==> src/rtl/alu_pkg.sv <==
// Shared constants and FSM encoding for the ALU arbiter and its ALU.
package alu_pkg;

  localparam int DATA_WIDTH = 4;
  localparam int OP_WIDTH   = 2;

  localparam logic [OP_WIDTH-1:0] ADD_OP = 2'b00;
  localparam logic [OP_WIDTH-1:0] SUB_OP = 2'b01;
  localparam logic [OP_WIDTH-1:0] OR_OP  = 2'b10;
  localparam logic [OP_WIDTH-1:0] AND_OP = 2'b11;

  typedef enum logic [1:0] {
    IDLE = 2'd0,
    EXEC = 2'd1,
    RESP = 2'd2
  } state_e;

endpackage

==> src/rtl/alu.sv <==
// Combinational 4-bit ALU; arithmetic wraps modulo 2^DATA_WIDTH with no carry or borrow out.
module alu
  import alu_pkg::*;
(
  input  logic [OP_WIDTH-1:0]   operation_i,
  input  logic [DATA_WIDTH-1:0] operand1_i,
  input  logic [DATA_WIDTH-1:0] operand2_i,
  output logic [DATA_WIDTH-1:0] result_o
);

  always_comb begin
    result_o = '0;
    case (operation_i)
      ADD_OP:  result_o = operand1_i + operand2_i;
      SUB_OP:  result_o = operand1_i - operand2_i;
      OR_OP:   result_o = operand1_i | operand2_i;
      AND_OP:  result_o = operand1_i & operand2_i;
      default: result_o = '0;
    endcase
  end

endmodule

==> src/rtl/alu_arbiter.sv <==
// Round-robin sharing of one ALU between two requesters: accept one op, execute, return the
// registered result to its owner. Only req*_ready_o is combinational from the inputs.
module alu_arbiter
  import alu_pkg::*;
(
  input  logic                  clk_i,
  input  logic                  rst_i,
  input  logic                  req0_valid_i,
  output logic                  req0_ready_o,
  input  logic [OP_WIDTH-1:0]   req0_operation_i,
  input  logic [DATA_WIDTH-1:0] req0_operand1_i,
  input  logic [DATA_WIDTH-1:0] req0_operand2_i,
  output logic                  rsp0_valid_o,
  input  logic                  rsp0_ready_i,
  output logic [DATA_WIDTH-1:0] rsp0_result_o,
  input  logic                  req1_valid_i,
  output logic                  req1_ready_o,
  input  logic [OP_WIDTH-1:0]   req1_operation_i,
  input  logic [DATA_WIDTH-1:0] req1_operand1_i,
  input  logic [DATA_WIDTH-1:0] req1_operand2_i,
  output logic                  rsp1_valid_o,
  input  logic                  rsp1_ready_i,
  output logic [DATA_WIDTH-1:0] rsp1_result_o,
  output logic                  busy_o
);

  state_e                state_q, state_d;
  logic                  last_grant_q, last_grant_d;
  logic                  owner_q, owner_d;
  logic [OP_WIDTH-1:0]   op_q, op_d;
  logic [DATA_WIDTH-1:0] opa_q, opa_d;
  logic [DATA_WIDTH-1:0] opb_q, opb_d;
  logic [DATA_WIDTH-1:0] result_q, result_d;
  logic [DATA_WIDTH-1:0] alu_result;
  logic                  grant_valid;
  logic                  grant_idx;
  logic                  owner_rsp_ready;

  alu u_alu (
    .operation_i (op_q),
    .operand1_i  (opa_q),
    .operand2_i  (opb_q),
    .result_o    (alu_result)
  );

  // On a tie the requester not served last wins; a lone requester always wins.
  always_comb begin
    grant_valid = (state_q == IDLE) && (req0_valid_i || req1_valid_i);
    grant_idx   = 1'b0;
    if (!req0_valid_i) begin
      grant_idx = 1'b1;
    end else if (req1_valid_i) begin
      grant_idx = ~last_grant_q;
    end
    req0_ready_o = grant_valid && !grant_idx;
    req1_ready_o = grant_valid && grant_idx;
  end

  assign owner_rsp_ready = owner_q ? rsp1_ready_i : rsp0_ready_i;

  always_comb begin
    state_d      = state_q;
    last_grant_d = last_grant_q;
    owner_d      = owner_q;
    op_d         = op_q;
    opa_d        = opa_q;
    opb_d        = opb_q;
    result_d     = result_q;
    case (state_q)
      IDLE: begin
        if (grant_valid) begin
          owner_d = grant_idx;
          op_d    = grant_idx ? req1_operation_i : req0_operation_i;
          opa_d   = grant_idx ? req1_operand1_i  : req0_operand1_i;
          opb_d   = grant_idx ? req1_operand2_i  : req0_operand2_i;
          state_d = EXEC;
        end
      end
      EXEC: begin
        result_d = alu_result;
        state_d  = RESP;
      end
      RESP: begin
        if (owner_rsp_ready) begin
          last_grant_d = owner_q;
          state_d      = IDLE;
        end
      end
      default: state_d = IDLE;
    endcase
  end

  always_ff @(posedge clk_i) begin
    if (rst_i) begin
      state_q      <= IDLE;
      last_grant_q <= 1'b1;
      owner_q      <= 1'b0;
      op_q         <= '0;
      opa_q        <= '0;
      opb_q        <= '0;
      result_q     <= '0;
    end else begin
      state_q      <= state_d;
      last_grant_q <= last_grant_d;
      owner_q      <= owner_d;
      op_q         <= op_d;
      opa_q        <= opa_d;
      opb_q        <= opb_d;
      result_q     <= result_d;
    end
  end

  // Response ports decode registered state only, so they never glitch with requester inputs.
  always_comb begin
    busy_o        = (state_q != IDLE);
    rsp0_valid_o  = (state_q == RESP) && !owner_q;
    rsp1_valid_o  = (state_q == RESP) && owner_q;
    rsp0_result_o = rsp0_valid_o ? result_q : '0;
    rsp1_result_o = rsp1_valid_o ? result_q : '0;
  end

endmodule

==> config.mk <==
export PLATFORM = sky130hd
export DESIGN_NAME = alu_arbiter
export DESIGN_NICKNAME = d
export VERILOG_FILES = /design/src/rtl/alu_pkg.sv /design/src/rtl/alu.sv /design/src/rtl/alu_arbiter.sv
export SDC_FILE = /design/constraint.sdc
export NUM_CORES = 1
export LEC_CHECK = 0
export ABC_CLOCK_PERIOD_IN_PS = 6600
export BUFFER_PORTS_ARGS = -buffer_cell sky130_fd_sc_hd__buf_2
export CAP_MARGIN = 20
export CORE_UTILIZATION = 54
export DETAILED_ROUTE_END_ITERATION = 10
export PLACE_DENSITY = 0.83
export REMOVE_ABC_BUFFERS = 1
export SLEW_MARGIN = 25
export SYNTH_ARGS = -nofsm -noshare
export SYNTH_HDL_FRONTEND = slang
export SYNTH_HIERARCHICAL = 1
export SYNTH_SLANG_ARGS = --single-unit
==> constraint.sdc <==
create_clock -name clk_i -period 6.6 [get_ports clk_i]
set_clock_uncertainty 0.05 [all_clocks]
set_input_delay 1.32 -clock clk_i [delete_from_list [all_inputs] [get_ports clk_i]]
set_output_delay 1.32 -clock clk_i [all_outputs]
set_load 0.03 [all_outputs]
Yosys cells after proc, flatten, opt, wreduce, memory -nomap -nowiden:

Index checks and enable logic that the tools add are counted.

* equal/unequal tests: 7
* muxes and demuxes: 12
* reduce and logical (&&, ||, !) cells: 14
* add/subtract/negate cells: 2
* bitwise operators: 3

Operators by type and width (count)
* 2-to-1 mux 4 bit: 4
* one-hot mux 4 bit (4 select lines): 1
* equality test 2 bit (second input constant): 3
* 2-to-1 mux 2 bit: 3
* one-hot mux 2 bit (3 select lines): 1
* AND reduction 2 bit: 3
* logical AND 1 bit: 5
* adder 4 bit: 1
* AND 4 bit: 1
* equality test 2 x 1 -> 1 bit (second input constant): 2
* zero test 2 bit: 2
* != test 2 bit (second input constant): 2
* bitwise OR 4 bit: 1
* subtractor 4 bit: 1
* 2-to-1 mux 1 bit: 3
* zero test 1 bit: 2
* nonzero test 2 bit: 1
* logical OR 1 bit: 1
* inverter 1 bit: 1

* output and inout port bits: 13
* register bits: 18
* input bits: 26
* logic and storage cells: 45

Longest topological paths before layout:

* word-level depth: 5
* depth in mapped cells: 12
* gate-level depth less buffers: 12

Modules after synthesis:

Netlist, hierarchy kept.

By module, submodules not included
* alu_arbiter: instances 1, cells each 106, area each 894.6 um^2, seq. area each 360.3 um^2
* alu: instances 1, cells each 42, area each 347.8 um^2, seq. area each 0.0 um^2

Worst setup path before layout:

No wires, ideal clock.

* path kind: input port to output port
* start: input req0_valid_i
* end: output req0_ready_o
* arrival: 1.963 ns
* required time: 5.230 ns
* cell stages on the path: 3
* path slack: 3.267 ns
* buffers on the path: 1
* path through: nor3b_2 buf_6 and2_1

* longest elaborated chain between the ends: 3
* elaborated cells on any way between the ends: 5
* classes of those cells: 1 x mux; 4 x reduce/logical

RTL lines
* from (decl): RTL line alu_arbiter.sv:8 `input logic req0_valid_i,`
* 2-to-1 mux 1 bit / logical OR 1 bit (equally long branches): RTL line alu_arbiter.sv:50, alu_arbiter.sv:48
* zero test 1 bit / logical AND 1 bit (equally long branches): RTL line alu_arbiter.sv:55, alu_arbiter.sv:48
* logical AND 1 bit (*): RTL line alu_arbiter.sv:55 `req0_ready_o = grant_valid && !grant_idx;`
* to (decl): RTL line alu_arbiter.sv:9 `output logic req0_ready_o,`

Every way passes the cells marked *; elsewhere a longest branch is shown, timed or not.

Worst setup path after layout:

Same ends and word-level chain as after synthesis.

==> out/qor.txt <==
Total CTS buffers: 3
Die W: 49.97 µm
Post-layout util: 65.45%
Via count: 1240
Detail Placement HPWL: 2.198 mm
Fmax: 266.5 MHz
Post-CTS Resized: 0
Die area: 2497 µm²
Placed cell area: 1398 µm²
First-pass GRT wire length: 4.685 mm
Asr flop ratio synth: 0%
Area leader, netlist: dfxtp_1
Register area share after synthesis: 29.00%
Predominant post-synthesis flop cell: dfxtp_1
Leak pwr: 0.0006581 µW
# IOs: 39
Antenna violations before repair: 0
DRT iter0 DRCs: 41
Pre-Repair DR Iteration Count: 5
CP max FO: 12
Drt total wl: 2.889 mm
Power Total: 327.8 µW
Core area: 2191 µm²
Hold Crit Class: reg2reg
Max_cap viols: 0
Nets: 214
Final Hold Viols: 0
Min Clock Period, post-route: 3.752 ns
CTS Hold Bufs: 0
Global placer's final weighted congestion: 0.8148
Mapped Area: 1242 µm²
Routed WL per cell: 13.89 µm
Avg Cell Area, Syn: 8.395 µm²
Largest net degree at the start of global routing: 19
Ranking of synthesized cells by area: dfxtp_1 (29%), nand3_1 (8.5%), ha_1 (6.0%), a31oi_1 (5.0%), mux2i_1 (4.8%)
Clock buffer depth: 2
Number of synthesized flops with an enable pin: 0
Synth cell types: 39
Setup TNS: 0 ns
Root Buffer Master: clkbuf_4
# setup viols final: 0
Final ANT Viol Nets: 0
Synthesis-to-layout area growth: 15.41%
Kind of start point of the critical path: primary input
Most frequent cells after synthesis: nand3_1 (21), dfxtp_1 (18), a31oi_1 (10), o21ai_1 (8)
Synth Instances: 148
Worst-Skew Late Latency: 0.29 ns
GRT overflow: 0
Fin crit share: 56.86%
Xor/xnor share of the synthesized area: 2.820%
Post-route cell area: 1434 µm²
Post-Synth Adder-Cell Area: 9.265%
Crit end category: primary output
Vias per cell: 5.962
GR Util All Layers: 24.50%
Initial Util: 56.71%
Post-route DRC: 0
CTS clk-pin slew, worst paths: 0.10 ns
Run status: completed
Max_slew headroom: 52.51%
Critical path data arrival time: 2.38 ns
CP Class: in2out
Clock sink count: 18
RSZ-0062 raised after global routing: no
CTS tree: done
Layout cells sized above 1: 28.89%
PD cells: 228.6 nW/µm²
Fin. max-slew vios: 0
Post-CTS Repair Setup Buffers: 0
Antenna Cells: 0
Vias in the first global route: 1082
Die Height: 49.97 µm
Top-count cell post-synth: nand3_1
Compound-Gate Fraction of Synth Area: 19.23%
H-tree Lvls: 1
Site Rows: 17
Max rail drop VDD: 0.1323 mV
PortBufs: 38
Synth Area in Simple Gates: 25.28%
FF+latch count, synth: 18
Yosys top cell area share: 29.00%
Largest family of logic cells by synthesized area: simple AND/OR/NAND/NOR gates
CP Data Required Time: 5.23 ns
Multiplexer share of the synthesized area: 6.647%
Yosys warning count: 6
Slew @ Worst Pin: 0.7097 ns
[metrics by stage]
step | cells | worst slack (ns) | hold WS (ns)
floorplan | 138 | 3.122 | 0.4196
global placement | 204 | 2.928 | 0.4342
detailed placement | 204 | 2.868 | 0.4621
CTS | 208 | 2.859 | 0.4879
global route | 208 | 2.756 | 0.5125
finish | 208 | 2.848 | 0.4817
[registers in the layout (all words and copies together), names as in the netlist]
name / flops
op_q: 2
opa_q: 4
owner_q: 1
opb_q: 4
last_grant_q: 1
result_q: 4
state_q: 2
[placed cells by master (no fill, tap or decap), types with 2 or more instances in the layout]
cell type / count
nor3_1: 2
buf_2: 38
xnor2_1: 3
and2_1: 6
o21ai_1: 8
clkbuf_4: 3
mux2i_1: 6
nand2b_1: 5
dfxtp_1: 18
a31oi_1: 10
a21oi_1: 5
nand3_1: 21
maj3_1: 2
mux2_2: 2
o21ai_0: 7
nor2_1: 7
and3_1: 4
inv_1: 6
ha_1: 6
nand2_1: 4
[critical path: stages]
cell and delay, ns:
buf_2 0.11, nor3b_2 0.54, and2_1 0.21, buf_2 0.19
[cell families (layout without fill, tap and decap cells)]
group / count (synthesis) / after routing
flops: 18 / 18
mux: 8 / 8
simple gates: 55 / 55
compound gates: 37 / 37
xor+xnor: 4 / 4
fa+ha+maj: 9 / 9
buf+inv: 17 / 49
[final timing paths]
path                            slack, ns  cells past startpoint                      from                  endpoint
worst max-delay path                 2.85                      4              req0_valid_i              req0_ready_o
worst min-delay path                 0.48                      2  result_q[0]$_SDFFE_PP0N_  result_q[0]$_SDFFE_PP0N_
worst max register to register       3.99                     12     opb_q[0]$_SDFFE_PP0P_  result_q[3]$_SDFFE_PP0N_
worst min register to register       0.48                      2  result_q[0]$_SDFFE_PP0N_  result_q[0]$_SDFFE_PP0N_
[area by class of cell]
cell class                 instances  area (µm²)
timing repair buffer              38       190.2
sequential                        18       360.3
inverter                           7       26.28
clock buffer                       4       36.28
fill                             182       757.0
tap                               28       35.03
multi-input combinational        113       785.8
[per-layer routing]
metal  GRT usage, %  part of all wire, %  up-vias
met5              0                    0        -
met4          10.00                  1.6        0
met3          4.012                  6.1        8
met2          43.02                   49       68
met1          29.16                   43      570
li1               -                    -      594
[report_power, final]
part | total [µW] | switching, µW | internal, µW
registers | 137 | 16.8 | 121
logic | 123 | 66.3 | 56.4
clock network | 67.8 | 34.2 | 33.6
Power figures use the tool's default switching activity.
